### src/rtl/cdb_arbiter_if.sv
// cdb_arbiter_if
//   Bundles the completion inputs from the ALU and the LSB, their back-pressure
//   flags, and the registered common-data-bus packet.
//   master : execution-unit / consumer side (drives results, observes CDB)
//   slave  : the arbiter (takes results, drives full flags and CDB)
//   Signals:
//     alu_flag/reorder/val/opcode  ALU completion packet
//     lsb_flag/reorder/val/opcode  LSB completion packet
//     alu_full, lsb_full           per-source FIFO full
//     cdb_flag/reorder/val/opcode  granted CDB packet, cdb_src 0=ALU 1=LSB
interface cdb_arbiter_if #(
  parameter int RB_W   = 4,
  parameter int DATA_W = 32,
  parameter int OP_W   = 6
);
  logic              alu_flag;
  logic [RB_W-1:0]   alu_reorder;
  logic [DATA_W-1:0] alu_val;
  logic [OP_W-1:0]   alu_opcode;
  logic              lsb_flag;
  logic [RB_W-1:0]   lsb_reorder;
  logic [DATA_W-1:0] lsb_val;
  logic [OP_W-1:0]   lsb_opcode;
  logic              alu_full;
  logic              lsb_full;
  logic              cdb_flag;
  logic [RB_W-1:0]   cdb_reorder;
  logic [DATA_W-1:0] cdb_val;
  logic [OP_W-1:0]   cdb_opcode;
  logic              cdb_src;

  modport master (
    output alu_flag, alu_reorder, alu_val, alu_opcode,
    output lsb_flag, lsb_reorder, lsb_val, lsb_opcode,
    input  alu_full, lsb_full,
    input  cdb_flag, cdb_reorder, cdb_val, cdb_opcode, cdb_src
  );

  modport slave (
    input  alu_flag, alu_reorder, alu_val, alu_opcode,
    input  lsb_flag, lsb_reorder, lsb_val, lsb_opcode,
    output alu_full, lsb_full,
    output cdb_flag, cdb_reorder, cdb_val, cdb_opcode, cdb_src
  );
endinterface

### src/rtl/cdb_arbiter.sv
// cdb_arbiter
//   Common-data-bus write-back arbiter. ALU and LSB results are each buffered
//   in a 2**ADDR_W-deep FIFO; one head entry per cycle is granted round-robin
//   onto the registered CDB port.
//   Optional feature: define CDB_BYPASS_EN to let a result arriving at an
//   empty FIFO compete for the bus in the same cycle without being buffered.
//   Ports:
//     clk  rising-edge clock
//     rst  asynchronous active-high reset
//     rdy  global ready, low freezes every register
//     clr  synchronous flush of all buffered and incoming results
//     bus  cdb_arbiter_if.slave (completion inputs, full flags, CDB outputs)
module cdb_arbiter #(
  parameter int RB_W   = 4,
  parameter int DATA_W = 32,
  parameter int OP_W   = 6,
  parameter int ADDR_W = 2
) (
  input  logic clk,
  input  logic rst,
  input  logic rdy,
  input  logic clr,
  cdb_arbiter_if.slave bus
);
  localparam int DEPTH = 1 << ADDR_W;
  localparam int ENT_W = RB_W + DATA_W + OP_W;

  // Index 0 = ALU, index 1 = LSB.
  logic [1:0]       in_flag;
  logic [ENT_W-1:0] in_ent   [2];
  logic [ENT_W-1:0] head_ent [2];
  logic [ENT_W-1:0] sel_ent  [2];
  logic [1:0]       full;
  logic [1:0]       nonempty;
  logic [1:0]       byp;
  logic [1:0]       cand;
  logic [1:0]       take;
  logic [1:0]       push;
  logic [1:0]       pop;

  logic             active;
  logic             grant;
  logic             win;

  logic             cdb_flag_reg;
  logic [RB_W-1:0]  cdb_reorder_reg;
  logic [DATA_W-1:0] cdb_val_reg;
  logic [OP_W-1:0]  cdb_opcode_reg;
  logic             cdb_src_reg;
  logic             last_reg;

  assign in_flag[0] = bus.alu_flag;
  assign in_flag[1] = bus.lsb_flag;
  assign in_ent[0]  = {bus.alu_reorder, bus.alu_val, bus.alu_opcode};
  assign in_ent[1]  = {bus.lsb_reorder, bus.lsb_val, bus.lsb_opcode};

  assign active = rdy && !clr;

  genvar gi;
  generate
    for (gi = 0; gi < 2; gi++) begin : g_fifo
      logic [ENT_W-1:0]  mem [DEPTH];
      logic [ADDR_W-1:0] head_reg;
      logic [ADDR_W-1:0] tail_reg;
      logic [ADDR_W:0]   count_reg;

      assign full[gi]     = (count_reg == (ADDR_W+1)'(DEPTH));
      assign nonempty[gi] = (count_reg != '0);
      assign head_ent[gi] = mem[head_reg];

`ifdef CDB_BYPASS_EN
      // An incoming result at an empty FIFO competes directly for the bus.
      assign byp[gi] = in_flag[gi] && !nonempty[gi];
`else
      assign byp[gi] = 1'b0;
`endif

      assign cand[gi]    = nonempty[gi] || byp[gi];
      // Buffered entries always take priority over the live input.
      assign sel_ent[gi] = nonempty[gi] ? head_ent[gi] : in_ent[gi];
      assign take[gi]    = grant && (win == 1'(gi));
      assign pop[gi]     = take[gi] && nonempty[gi];
      // A bypassed winner goes straight to the CDB and must not also be queued.
      assign push[gi]    = in_flag[gi] && !full[gi] && active &&
                           !(take[gi] && !nonempty[gi]);

      always_ff @(posedge clk or posedge rst) begin
        if (rst) begin
          head_reg  <= '0;
          tail_reg  <= '0;
          count_reg <= '0;
        end else if (rdy) begin
          if (clr) begin
            head_reg  <= '0;
            tail_reg  <= '0;
            count_reg <= '0;
          end else begin
            if (push[gi]) tail_reg <= tail_reg + ADDR_W'(1);
            if (pop[gi])  head_reg <= head_reg + ADDR_W'(1);
            count_reg <= count_reg + (ADDR_W+1)'(push[gi]) - (ADDR_W+1)'(pop[gi]);
          end
        end
      end

      always_ff @(posedge clk) begin
        if (push[gi]) mem[tail_reg] <= in_ent[gi];
      end
    end
  endgenerate

  // Round-robin: a tie goes to the source that did not win last time.
  always_comb begin
    grant = 1'b0;
    win   = 1'b0;
    if (active && (cand != 2'b00)) begin
      grant = 1'b1;
      if (cand == 2'b11) win = ~last_reg;
      else               win = cand[1];
    end
  end

  always_ff @(posedge clk or posedge rst) begin
    if (rst) begin
      cdb_flag_reg    <= 1'b0;
      cdb_reorder_reg <= '0;
      cdb_val_reg     <= '0;
      cdb_opcode_reg  <= '0;
      cdb_src_reg     <= 1'b0;
      last_reg        <= 1'b1;  // ALU wins the first tie
    end else if (rdy) begin
      if (clr) begin
        cdb_flag_reg <= 1'b0;
      end else if (grant) begin
        cdb_flag_reg <= 1'b1;
        {cdb_reorder_reg, cdb_val_reg, cdb_opcode_reg} <= win ? sel_ent[1] : sel_ent[0];
        cdb_src_reg  <= win;
        last_reg     <= win;
      end else begin
        cdb_flag_reg <= 1'b0;
      end
    end
  end

  assign bus.alu_full    = full[0];
  assign bus.lsb_full    = full[1];
  assign bus.cdb_flag    = cdb_flag_reg;
  assign bus.cdb_reorder = cdb_reorder_reg;
  assign bus.cdb_val     = cdb_val_reg;
  assign bus.cdb_opcode  = cdb_opcode_reg;
  assign bus.cdb_src     = cdb_src_reg;
endmodule
### src/flat_wrapper.sv
// flat-port wrapper written by rule: the top's interface ports become plain ports
module cdb_arbiter_flat 
#(
  parameter int RB_W   = 4,
  parameter int DATA_W = 32,
  parameter int OP_W   = 6,
  parameter int ADDR_W = 2
)
  (clk, rst, rdy, clr, bus_alu_flag, bus_alu_reorder, bus_alu_val, bus_alu_opcode, bus_lsb_flag, bus_lsb_reorder, bus_lsb_val, bus_lsb_opcode, bus_alu_full, bus_lsb_full, bus_cdb_flag, bus_cdb_reorder, bus_cdb_val, bus_cdb_opcode, bus_cdb_src);
  cdb_arbiter_if #(.RB_W(RB_W), .DATA_W(DATA_W), .OP_W(OP_W)) bus_i ();
  input  logic clk;
  input  logic rst;
  input  logic rdy;
  input  logic clr;
  input wire logic [$bits(bus_i.alu_flag)-1:0] bus_alu_flag;
  input wire logic [$bits(bus_i.alu_reorder)-1:0] bus_alu_reorder;
  input wire logic [$bits(bus_i.alu_val)-1:0] bus_alu_val;
  input wire logic [$bits(bus_i.alu_opcode)-1:0] bus_alu_opcode;
  input wire logic [$bits(bus_i.lsb_flag)-1:0] bus_lsb_flag;
  input wire logic [$bits(bus_i.lsb_reorder)-1:0] bus_lsb_reorder;
  input wire logic [$bits(bus_i.lsb_val)-1:0] bus_lsb_val;
  input wire logic [$bits(bus_i.lsb_opcode)-1:0] bus_lsb_opcode;
  output wire logic [$bits(bus_i.alu_full)-1:0] bus_alu_full;
  output wire logic [$bits(bus_i.lsb_full)-1:0] bus_lsb_full;
  output wire logic [$bits(bus_i.cdb_flag)-1:0] bus_cdb_flag;
  output wire logic [$bits(bus_i.cdb_reorder)-1:0] bus_cdb_reorder;
  output wire logic [$bits(bus_i.cdb_val)-1:0] bus_cdb_val;
  output wire logic [$bits(bus_i.cdb_opcode)-1:0] bus_cdb_opcode;
  output wire logic [$bits(bus_i.cdb_src)-1:0] bus_cdb_src;
  assign bus_i.alu_flag = bus_alu_flag;
  assign bus_i.alu_reorder = bus_alu_reorder;
  assign bus_i.alu_val = bus_alu_val;
  assign bus_i.alu_opcode = bus_alu_opcode;
  assign bus_i.lsb_flag = bus_lsb_flag;
  assign bus_i.lsb_reorder = bus_lsb_reorder;
  assign bus_i.lsb_val = bus_lsb_val;
  assign bus_i.lsb_opcode = bus_lsb_opcode;
  assign bus_alu_full = bus_i.alu_full;
  assign bus_lsb_full = bus_i.lsb_full;
  assign bus_cdb_flag = bus_i.cdb_flag;
  assign bus_cdb_reorder = bus_i.cdb_reorder;
  assign bus_cdb_val = bus_i.cdb_val;
  assign bus_cdb_opcode = bus_i.cdb_opcode;
  assign bus_cdb_src = bus_i.cdb_src;
  cdb_arbiter #(.RB_W(RB_W), .DATA_W(DATA_W), .OP_W(OP_W), .ADDR_W(ADDR_W)) u_core (.clk(clk), .rst(rst), .rdy(rdy), .clr(clr), .bus(bus_i));
endmodule
### config.mk
export PLATFORM = sky130hd
export DESIGN_NAME = cdb_arbiter_flat
export DESIGN_NICKNAME = d
export VERILOG_FILES = /design/src/rtl/cdb_arbiter_if.sv /design/src/rtl/cdb_arbiter.sv /design/src/flat_wrapper.sv
export SDC_FILE = /design/constraint.sdc
export NUM_CORES = 1
export LEC_CHECK = 0
export CAP_MARGIN = 20
export CORE_MARGIN = 2
export CORE_UTILIZATION = 55
export DETAILED_ROUTE_END_ITERATION = 8
export GPL_ROUTABILITY_DRIVEN = 1
export PLACE_DENSITY = 0.84
export SLEW_MARGIN = 20
export SYNTH_ARGS = -nofsm -noshare
export SYNTH_HDL_FRONTEND = slang
export SYNTH_SLANG_ARGS = --single-unit
### constraint.sdc
create_clock -name clk -period 8.35 [get_ports clk]
set_input_delay 1.67 -clock clk [delete_from_list [all_inputs] [get_ports clk]]
set_output_delay 1.67 -clock clk [all_outputs]
set_load 0.02 [all_outputs]
# == After elaboration in Yosys (flattened, before gate mapping) ==
# Memories as Yosys holds them, arrays and structs flattened.
# Cells that the tools add are included.
# totals
regBits,59
latch_bits,0
mem_bits_rw,336
mem_bits_ro,0
in_bits,90
output_inout_bits,46
word_cells,83
n_memories,2
# classes
n_addsub,8
mul,0
div,0
n_lt_le_gt_ge,0
n_eq_ne,3
n_shift,0
mux,22
bitwise_logic,3
n_reduce_logical,33
# mem_list
memory,depth,width,read_ports,rd_clocked_by_memory_dff,write_ports,line,rtl
u_core.g_fifo[0].mem,4,42,1,0,1,cdb_arbiter.sv:62,logic [ENT_W-1:0] mem [DEPTH];
u_core.g_fifo[1].mem,4,42,1,0,1,cdb_arbiter.sv:62,
# ops
cell,count
2-to-1 mux 42 bit,3
2-to-1 mux 2 bit,8
logical AND 1 bit,14
nonzero test 2 bit,5
2-to-1 mux 1 bit,9
"adder 2 x 1 -> 2 bit, second input constant",4
AND reduction 2 bit,4
logical NOT 1 bit,7
adder 3 x 1 -> 3 bit,2
"== test 3 bit, second input constant",2
2-to-1 mux 3 bit,2
nonzero test 3 bit,2
subtractor 3 x 1 -> 3 bit,2
inverter 1 bit,3
AND reduction 3 bit,1
"== test 2 bit, second input constant",1

# == Logic depth before layout (Yosys ltp) ==
# depth
depth_word,12
depth_mapped,14
ltp_nobuf,13

# == Worst setup path after synthesis ==
# No wires, ideal clock.
# synth_timing
path_kind,input port to flip-flop
start,in rdy
end,"mem u_core.g_fifo[0].mem[1][0] (netlist name), enable pin"
setup_time_ns,0.404
t_arrival_ns,3.310
required_ns,7.946
slack_ns,4.636
path_stages,4
path_buffers,2
path_cell_list,nor2b_1 -> buf_2 -> clkbuf_1 -> and3_1
# synth_between
elab_chain_len,10
elab_cells_between_ends,12
cone_classes,mux: 4; bitwise: 1; reduce/logical: 7
# synth_rtl
item,line,rtl
from (decl),flat_wrapper.sv:13,input logic rdy;
logical AND 1 bit (*),cdb_arbiter.sv:57,assign active = rdy && !clr;
logical AND 1 bit,cdb_arbiter.sv:115,if (active && (cand != 2'b00)) begin
2-to-1 mux 1 bit,cdb_arbiter.sv:115,
inverter 1 bit,cdb_arbiter.sv:81,assign take[gi] = grant && (win == 1'(gi));
logical AND 1 bit,cdb_arbiter.sv:81,
logical AND 1 bit,cdb_arbiter.sv:85,!(take[gi] && !nonempty[gi]);
logical NOT 1 bit,cdb_arbiter.sv:85,
logical AND 1 bit (*),cdb_arbiter.sv:84,assign push[gi] = in_flag[gi] && !full[gi] && active &&
2-to-1 mux 1 bit (*),cdb_arbiter.sv:106,if (push[gi]) mem[tail_reg] <= in_ent[gi];
2-to-1 mux 1 bit (implied by the code) (*),cdb_arbiter.sv:106,
to (decl),cdb_arbiter.sv:62,
# Every way passes the cells marked *; elsewhere a longest branch is shown, timed or not.

# == Final worst setup path ==
# layout_timing
start,in rdy
end,reg u_core.g_fifo[1].count_reg[2]
# layout_between
elab_chain_len,10
elab_cells_between_ends,13
cone_classes,add/sub: 2; mux: 3; reduce/logical: 8
# layout_rtl
item,line,rtl
logical AND 1 bit,cdb_arbiter.sv:57,
logical AND 1 bit,cdb_arbiter.sv:115,
2-to-1 mux 1 bit,cdb_arbiter.sv:115,
logical AND 1 bit,cdb_arbiter.sv:81,
logical AND 1 bit,cdb_arbiter.sv:85,
logical NOT 1 bit,cdb_arbiter.sv:85,
logical AND 1 bit,cdb_arbiter.sv:84,
adder 3 x 1 -> 3 bit,cdb_arbiter.sv:100,count_reg <= count_reg + (ADDR_W+1)'(push[gi]) - (ADDR_W+1)'(pop[gi]);
subtractor 3 x 1 -> 3 bit,cdb_arbiter.sv:100,
2-to-1 mux 3 bit,cdb_arbiter.sv:93,if (clr) begin
to (signal assigned),cdb_arbiter.sv:100,
to (decl),cdb_arbiter.sv:65,logic [ADDR_W:0] count_reg;
# Several ways; a longest one is shown, not always the timed one.
# A chain may end at the register's enable or synchronous reset.

==> metrics.txt <==
most common cell after layout, fill and taps aside=edfxtp_1; Remaining DRCs=0; CTS root buffer=clkbuf_16; Synth Instances=738; Clock Skew=0.01216 ns; core area=0.02703 sq mm; Post-CTS Repair Setup Buffers=0; drt wl/cell=25.10 um; Antenna Cells=0; WL final=31.50 mm; RSZ-0062 raised after global routing=false; Achievable Freq=180.3 MHz; status=completed; Hold Vio Cnt, Final=0; gr ovfl total=0; total power=5798 uW; Final WS setup=2.804 ns; Slew Limit Fails=0; cts hold-fix bufs=0; Worst Path Buf+Inv=4; Post-DP HPWL=19.21 mm; setup_tns=0 ns; Relative slew margins=35.86%; H-Tree Depth=2; Synth Cell Area=0.01521 sq mm; DP Cell Count=1183; worst-margin pin slew=0.9585 ns; starting density of the core=56.27%; WP data arrival=5.94 ns; crit-path cells=clkdlybuf4s50_1 > nor2b_2 > nand3_2 > inv_1 > ha_1 > inv_1 > ha_1 > inv_1 > fa_1 > xor2_1 > o21ai_0 > nand2_1 > o21ai_0; CP Max Fanout=28; Post-Layout Cell Count=1255; final hold slack=0.4922 ns; largest net degree at the start of global routing=60; Comb power frac=26.1%; Hold WC Path Type=reg -> reg; VDD IR-drop max=0.0002247 V; kind of critical path=in -> reg; Filler cells=1732; Pwr Density=319.3 mW/mm^2; clock tree sinks=395; Most common cell on crit path=inv_1; All-Layer GR Usage=22.18%; vias in the first global route=8001; sequential power share=43.5%; # setup viols final=0; worst skew pair latency=0.52 ns; post-route ant nets=0; Int Pwr=4133 uW; Layout area overhead=19.38%; DR iter-0 viols=729; # port buffers=135; Synth Net Count=842; vias per cell=6.154; router iterations before antenna repair=5; Max-Cap Viols=0; first-pass GRT wire length=47.20 mm; Final period util=66.41%; Top-Level Pins=136; CTS tree=yes; Via Count=7723; die area=0.02900 sq mm; Psw=1664 uW; Post-synth top flop=edfxtp_1; sw frac=28.71%; Worst-path clk slew=0.06 ns; Mean Syn Cell Area=20.61 sq um; Largest register FFs=336; min Tclk post-route=5.546 ns; sequential area share after synthesis=76.06%; FP Rows=60; number of flops mapped to enable cells by yosys=336; DIE WIDTH=170.3 um; post-cts resize count=0; dpl ws=2.105 ns; Syn. warnings=0; nets=988; most frequent cells in the layout=edfxtp_1, clkdlybuf4s50_1, mux4_2; CTS Buf Count=39; leakage power=0.005986 uW; clock power share=30.4%; initial antenna violation count=1; CP peak stage delay=0.91 ns; CTS Buffer Depth=3; crit path capture type=register; placer congestion estimate=0.8520; Startpoint Class=input pin; slowest CP cell=clkdlybuf4s50_1; Die Ht=170.3 um; delay-heaviest family, CP=simple AND/OR/NAND/NOR gates; asr flop ratio synth=14.94%; share of layout cells above drive strength 1=19.58%; CP Data Required Time=8.75 ns; synthesized flop and latch total=395; Synth cell types=40
final timing paths:
| path | end | startpoint | depth (start not counted) | slack [ns] |
|---|---|---|---|---|
| setup / recovery | u_core.g_fifo[1].count_reg[2]$_DFFE_PP0P_ | rdy | 13 | 2.80 |
| hold / removal | u_core.bus.cdb_val[22]$_DFFE_PP0P_ | u_core.bus.cdb_val[22]$_DFFE_PP0P_ | 2 | 0.49 |
| min in group asynchronous | u_core.bus.cdb_val[17]$_DFFE_PP0P_ | rst | 3 | 1.68 |
| max in group asynchronous | u_core.g_fifo[1].head_reg[0]$_DFFE_PP0P_ | rst | 3 | 6.09 |
| setup reg to reg | u_core.g_fifo[0].count_reg[2]$_DFFE_PP0P_ | u_core.g_fifo[1].count_reg[0]$_DFFE_PP0P_ | 13 | 4.68 |
| hold reg to reg | u_core.bus.cdb_val[22]$_DFFE_PP0P_ | u_core.bus.cdb_val[22]$_DFFE_PP0P_ | 2 | 0.49 |
through the flow:
step                      instance area [sq um]  utilization [%]
after floorplan                           15210                -
after global placement                    16820            62.25
after detailed placement                  16820            62.25
after CTS                                 18130            67.10
after global routing                      18160            67.18
final                                     18160            67.18
Yosys cell counts, drive strengths merged (4+ instances only):
cell | instances | share of area (%)
o21ai | 22 | 0.75
a21oi | 14 | 0.46
o21a | 27 | 1.4
mux4 | 84 | 12
o22ai | 5 | 0.21
o22a | 24 | 1.4
clkbuf | 14 | 0.35
buf | 26 | 1.3
mux2 | 5 | 0.37
edfxtp | 336 | 66
nand2 | 12 | 0.31
dfrtp | 58 | 9.5
nor2 | 24 | 0.59
ha | 12 | 0.99
inv | 21 | 0.52
nor2b | 4 | 0.16
a221oi | 17 | 1.0
and3 | 8 | 0.33
layout make-up:
type	instances	area (sq um)	share of cell area, %
Clock buffer	60	1177	6.485
Clock inverter	11	133.9	0.7374
Inverter	21	78.83	0.4342
Multi-Input combinational cell	282	3344	18.42
Sequential cell	395	11570	63.73
Tap cell	341	426.7	2.350
Timing Repair Buffer	145	1424	7.842
power by group through the flow:
| stage | combinational (uW) | sequential, uW | clock [uW] |
|---|---|---|---|
| 2_1_floorplan | 920 | 2590 | 0 |
| 3_3_place_gp | 1470 | 2540 | 0 |
| 3_5_place_dp | 1500 | 2560 | 0 |
| 4_1_cts | 1520 | 2520 | 1780 |
| 5_1_grt | 1610 | 2540 | 1860 |
| 6_report | 1510 | 2520 | 1760 |
routing by layer:
| metal | vias to the layer above | part of all wire [%] | GRT usage, % |
|---|---|---|---|
| met2 | 357 | 52 | 38.18 |
| met5 | - | 0.041 | 0 |
| met3 | 60 | 7.4 | 4.651 |
| met1 | 3994 | 38 | 28.67 |
| li1 | 3310 | - | - |
| met4 | 2 | 2.8 | 6.986 |
cells by family (layout without fill, tap and decap cells):
family                     Yosys count  in the layout  synth area share [%]
DFF                                395            395                 76.06
AOI/OAI and AO/OA                  117            117                 5.668
muxes                               89             89                 12.81
buffers and inverters               61            237                 2.131
and+or+nand+nor                     60             60                 1.966
adders and majority gates           14             14                 1.250
xor gates and xnor gates             2              2                0.1152
worst min-delay path: cells and delay by family, from the launching register on:
| kind | cells | cell delay (ns) |
|---|---|---|
| flip-flops | 1 | 0.34 |
| AO/OA/AOI/OAI | 1 | 0.06 |
| AND/OR/NAND/NOR | 1 | 0.05 |
(Power assumes the default switching activity.)
